## src/rtl/fir_pkg.sv

```systemverilog
// fir_pkg: shared state encoding, sizing constants and circular-index helper for the FIR sequencer
package fir_pkg;
  localparam int Tape_Num = 11;
  localparam int ADDR_SHIFT = 2;
  typedef enum logic [2:0] {IDLE, CLEAR, WAIT_IN, MAC, DRAIN, OUT} state_t;
  function automatic logic [3:0] wrap_sub(input logic [3:0] a, input logic [3:0] b);
    return (a >= b) ? a - b : a + 4'(Tape_Num) - b;
  endfunction
endpackage

```

## src/rtl/fir_seq_ctrl_mac.sv

```systemverilog
// fir_mac: registered 32-bit wrapping multiply-accumulate with synchronous clear
module fir_mac (
  input  logic        clk,
  input  logic        rst,
  input  logic        clr,
  input  logic        en,
  input  logic [31:0] a,
  input  logic [31:0] b,
  output logic [31:0] acc
);
  logic [31:0] acc_q, acc_d;
  always_comb acc_d = clr ? '0 : en ? acc_q + 32'($signed(a) * $signed(b)) : acc_q;
  always_ff @(posedge clk) acc_q <= rst ? '0 : acc_d;
  assign acc = acc_q;
endmodule

```

## src/rtl/fir_seq_ctrl.sv

```systemverilog
// fir_seq_ctrl: sequencer that owns the tap/data BRAMs, runs one 11-tap MAC per stream sample
// and emits results on the stream master
module fir_seq_ctrl
  import fir_pkg::*;
#(
  parameter int pADDR_WIDTH = 12,
  parameter int pDATA_WIDTH = 32
) (
  input  logic                   axis_clk,
  input  logic                   axis_rst,
  input  logic                   ap_start,
  input  logic [31:0]            data_length,
  output logic                   ap_idle,
  output logic                   ap_done,
  output logic                   tap_own,
  input  logic                   ss_tvalid,
  input  logic [pDATA_WIDTH-1:0] ss_tdata,
  input  logic                   ss_tlast,
  output logic                   ss_tready,
  input  logic                   sm_tready,
  output logic                   sm_tvalid,
  output logic [pDATA_WIDTH-1:0] sm_tdata,
  output logic                   sm_tlast,
  output logic                   tap_EN,
  output logic [pADDR_WIDTH-1:0] tap_A,
  input  logic [pDATA_WIDTH-1:0] tap_Do,
  output logic                   data_EN,
  output logic [3:0]             data_WE,
  output logic [pADDR_WIDTH-1:0] data_A,
  output logic [pDATA_WIDTH-1:0] data_Di,
  input  logic [pDATA_WIDTH-1:0] data_Do
);
  state_t state_q, state_d;
  logic [3:0] idx_q, idx_d, wptr_q, wptr_d;
  logic [31:0] cnt_q, cnt_d, acc;
  logic tlast_q, tlast_d, done_q, done_d, mac_clr, mac_en, last;

  function automatic logic [pADDR_WIDTH-1:0] word_addr(input logic [3:0] i);
    return pADDR_WIDTH'(i) << ADDR_SHIFT;
  endfunction

  always_comb begin
    state_d = state_q;
    idx_d = idx_q;
    wptr_d = wptr_q;
    cnt_d = cnt_q;
    tlast_d = tlast_q;
    done_d = done_q;
    tap_EN = 1'b0;
    tap_A = '0;
    data_EN = 1'b0;
    data_WE = 4'h0;
    data_A = '0;
    data_Di = '0;
    mac_clr = 1'b0;
    mac_en = (state_q == MAC && idx_q != 4'd0) || state_q == DRAIN;
    last = (data_length != 32'd0 && cnt_q + 32'd1 == data_length) || tlast_q;
    case (state_q)
      IDLE: if (ap_start) begin
        state_d = CLEAR;
        done_d = 1'b0;
        idx_d = '0;
        wptr_d = '0;
        cnt_d = '0;
      end
      CLEAR: begin
        data_EN = 1'b1;
        data_WE = 4'hF;
        data_A = word_addr(idx_q);
        idx_d = (idx_q == 4'(Tape_Num - 1)) ? 4'd0 : idx_q + 4'd1;
        state_d = (idx_q == 4'(Tape_Num - 1)) ? WAIT_IN : CLEAR;
      end
      WAIT_IN: if (ss_tvalid) begin
        data_EN = 1'b1;
        data_WE = 4'hF;
        data_A = word_addr(wptr_q);
        data_Di = ss_tdata;
        tlast_d = ss_tlast;
        mac_clr = 1'b1;
        idx_d = '0;
        state_d = MAC;
      end
      MAC: begin
        tap_EN = 1'b1;
        tap_A = word_addr(idx_q);
        data_EN = 1'b1;
        data_A = word_addr(wrap_sub(wptr_q, idx_q));
        idx_d = idx_q + 4'd1;
        state_d = (idx_q == 4'(Tape_Num - 1)) ? DRAIN : MAC;
      end
      DRAIN: state_d = OUT;
      OUT: if (sm_tready) begin
        wptr_d = (wptr_q == 4'(Tape_Num - 1)) ? 4'd0 : wptr_q + 4'd1;
        cnt_d = cnt_q + 32'd1;
        done_d = last;
        state_d = last ? IDLE : WAIT_IN;
      end
      default: state_d = IDLE;
    endcase
  end

  always_ff @(posedge axis_clk) begin
    if (axis_rst) begin
      state_q <= IDLE;
      idx_q <= '0;
      wptr_q <= '0;
      cnt_q <= '0;
      tlast_q <= 1'b0;
      done_q <= 1'b0;
    end else begin
      state_q <= state_d;
      idx_q <= idx_d;
      wptr_q <= wptr_d;
      cnt_q <= cnt_d;
      tlast_q <= tlast_d;
      done_q <= done_d;
    end
  end

  // BRAM data lags its address by one cycle, so products land one state behind the issue
  fir_mac u_mac (
    .clk(axis_clk),
    .rst(axis_rst),
    .clr(mac_clr),
    .en(mac_en),
    .a(tap_Do),
    .b(data_Do),
    .acc(acc)
  );

  assign ap_idle = state_q == IDLE;
  assign ap_done = done_q;
  assign tap_own = state_q != IDLE;
  assign ss_tready = state_q == WAIT_IN;
  assign sm_tvalid = state_q == OUT;
  assign sm_tdata = sm_tvalid ? acc : '0;
  assign sm_tlast = sm_tvalid && last;
endmodule
```

## config.mk

```make
export PLATFORM = sky130hd
export DESIGN_NAME = fir_seq_ctrl
export DESIGN_NICKNAME = d
export VERILOG_FILES = /design/src/rtl/fir_pkg.sv /design/src/rtl/fir_seq_ctrl_mac.sv /design/src/rtl/fir_seq_ctrl.sv
export SDC_FILE = /design/constraint.sdc
export NUM_CORES = 2
export LEC_CHECK = 0
export ABC_AREA = 1
export ABC_CLOCK_PERIOD_IN_PS = 9050
export BUFFER_PORTS_ARGS = -buffer_cell sky130_fd_sc_hd__buf_2
export CORE_MARGIN = 1.5
export CORE_UTILIZATION = 63
export CTS_CLUSTER_SIZE = 10
export DETAILED_ROUTE_END_ITERATION = 10
export HOLD_SLACK_MARGIN = 0.08
export PLACE_DENSITY_LB_ADDON = 0.25
export SLEW_MARGIN = 15
export SYNTH_ARGS = -nofsm -noshare
export SYNTH_HDL_FRONTEND = slang
export SYNTH_SLANG_ARGS = --single-unit
```

## constraint.sdc

```tcl
create_clock -name axis_clk -period 9.05 [get_ports axis_clk]
set_input_delay 1.81 -clock axis_clk [delete_from_list [all_inputs] [get_ports axis_clk]]
set_output_delay 1.81 -clock axis_clk [all_outputs]
set_load 0.005 [all_outputs]
```

==> qor.csv <==
metric,value,unit
cp_slowest_cell,buf_2,
dp.final_hpwl,54110,µm
cap_violations,0,
start_kind,input port,
ys_ff_latch,77,
insertion_delay,360,ps
post-route-min-period,8324,ps
antenna_found_initial,0,
rsz0062_at_grt,false,
fillCellCount,3153,
dp.cells,3897,
synth_flop_cell,dfxtp_1,
cp_max_fo,32,
grt_max_degree,44,
synth_compound_area_share,4.637,%
clock-sinks,77,
fmax,120.1,MHz
cts_root_buffer,clkbuf_16,
ys_seq_area_share,6.530,%
drive_above_1_share,7.954,%
ctsResizeCount,0,
yosys.area_share.simple,20.44,%
ant_nets,0,
core,0.03679,mm²
fin_crit_sh,91.98,%
num_vias,20560,
netlist_instances,3333,
synth_area,0.02361,mm²
wl_per_cell,16.30,µm
final_cell_mix,"inv_1 (1,030), nand2_1 (875), fa_1 (441)",
grt-ovfl-total,0,
clock_skew,14.55,ps
cp.required,9310,ps
synth_top_family_by_area,adder cells,
synth.avg_cell_area,7.083,µm²
final_util,68.08,%
cts_tree,yes,
critPathTopFamily,adder cells,
dr.pass1.iters,5,
synth_area_leader_cell,fa_1,
layout_commonest_cell,inv_1,
n_antenna_cell,0,
cpMostUsedCell,fa_1,
postCtsHoldBufs,0,
first_iter_violations,1424,
synth_edf_count,0,
synth_fa_ha_area_share,46.09,%
critPathCaptureType,flop,
grt_pass1_vias,21120,
drt-total-wl,63800,µm
dieArea,0.03864,mm²
ys_top_cells_by_area,"fa_1 (37%), inv_1 (16%), nand2_1 (14%)",
synth_mux_area_share,0,%
via_per_inst,5.254,
synthDistinctLibCells,45,
numCtsBuffers,9,
initial_core_util,64.18,%
setup_tns,0,ps
drc,0,
area_growth,6.079,%
yosysWarnings,0,
cts_setup_buffers,0,
worstPathArrival,8580,ps
h-tree-depth,3,
setup_violations,0,
clockBufferDepth,2,
clkTransAtPathRegs,70,ps
rows,70,
critPathKind,input port to flop,
final_cells,3913,
die_y,196.6,µm
relSlewSlack,24.42,%
status,completed,
grtUsageTotal,34.56,%
hp-class,flop to flop,
tightest_slew,1132,ps
hold_viol_final,0,
gp_congestion,0.9488,
async_flop_share,0,%
port-buffer-count,217,
layout.nets,4179,
synth-xor-area-share,3.047,%
drv_slew,0,
slowest_delay,610,ps
die_w,196.6,µm
yosys.area.top_type_share,37.40,%
grt_pass1_wl,104500,µm
path_buf_inv,7,
ios,234,
## final timing paths
kind	slack, ps	startpoint	to	depth (start not counted)
worst min-delay path	500	tlast_q$_SDFFE_PP0P_	tlast_q$_SDFFE_PP0P_	2
worst min register to register	500	tlast_q$_SDFFE_PP0P_	tlast_q$_SDFFE_PP0P_	2
worst max register to register	2550	u_mac.acc[30]$_SDFFE_PP0P_	u_mac.acc[31]$_SDFFE_PP0P_	26
worst max-delay path	730	data_Do[0]	u_mac.acc[28]$_SDFFE_PP0P_	25
## registers in the layout, summed over array words and instances (netlist names)
signal,flops
wptr_q,4
tlast_q,1
ap_done,1
cnt_q,32
u_mac.acc,32
idx_q,4
state_q,3
## worst min-delay path: cells and delay by family (launching register included)
family                 cells  cell delay (ps)
AO/OA/AOI/OAI              1               70
buffers and inverters      1               80
flip-flops                 1              300
## metal layers
layer / up-vias / part of all wire (%) / track usage, % / wire length (µm)
met4: 0 / 4.1 / 13.34 / 2613
met1: 9898 / 41 / 45.47 / 25860
met2: 898 / 47 / 56.86 / 29770
met5: - / 0 / 0 / 0
met3: 150 / 8.7 / 6.588 / 5555
li1: 9612 / - / - / -
## logic make-up (layout without fill, tap and decap cells)
| family | count (synthesis) | in the layout |
|---|---|---|
| AND/OR/NAND/NOR | 1202 | 1202 |
| buffers and inverters | 1180 | 1277 |
| adder cells (fa/ha/maj) | 605 | 605 |
| AO/OA/AOI/OAI | 189 | 189 |
| XOR/XNOR | 79 | 79 |
| flip-flops | 77 | 77 |
| other | 1 | 16 |
## cells in the mapped netlist, types with 17 or more instances
library cell,number
a21oi_1,88
buf_2,17
buf_4,24
clkbuf_1,94
dfxtp_1,77
fa_1,441
ha_1,164
inv_1,1030
nand2_1,875
nand3_1,85
nor2_1,174
o211ai_1,21
o21ai_0,44
xnor2_1,46
xor2_1,31
## layout make-up
cell class	instances	area, µm²	share of cell area, %
Clock buffer	9	225.2	0.8993
Clock inverter	7	62.56	0.2498
Inverter	1033	3877	15.48
Multi-Input combinational cell	2091	17580	70.21
Sequential cell	77	1541	6.155
Tap cell	468	585.6	2.338
Timing Repair Buffer	228	1169	4.666
## stage by stage
stage	setup WS (ps)	cell area, µm²	hold WS [ps]
after global placement	438.8	24760	464.1
after detailed placement	395.6	24760	480.4
after CTS	782.9	25040	490.0
after floorplan	1027	23660	448.7
after global routing	333.6	25040	527.4
final	725.9	25040	496.1
Power is left out: the tool's default activity adds up to more than one toggle a clock period on the data nets, which glitch-free logic cannot reach.
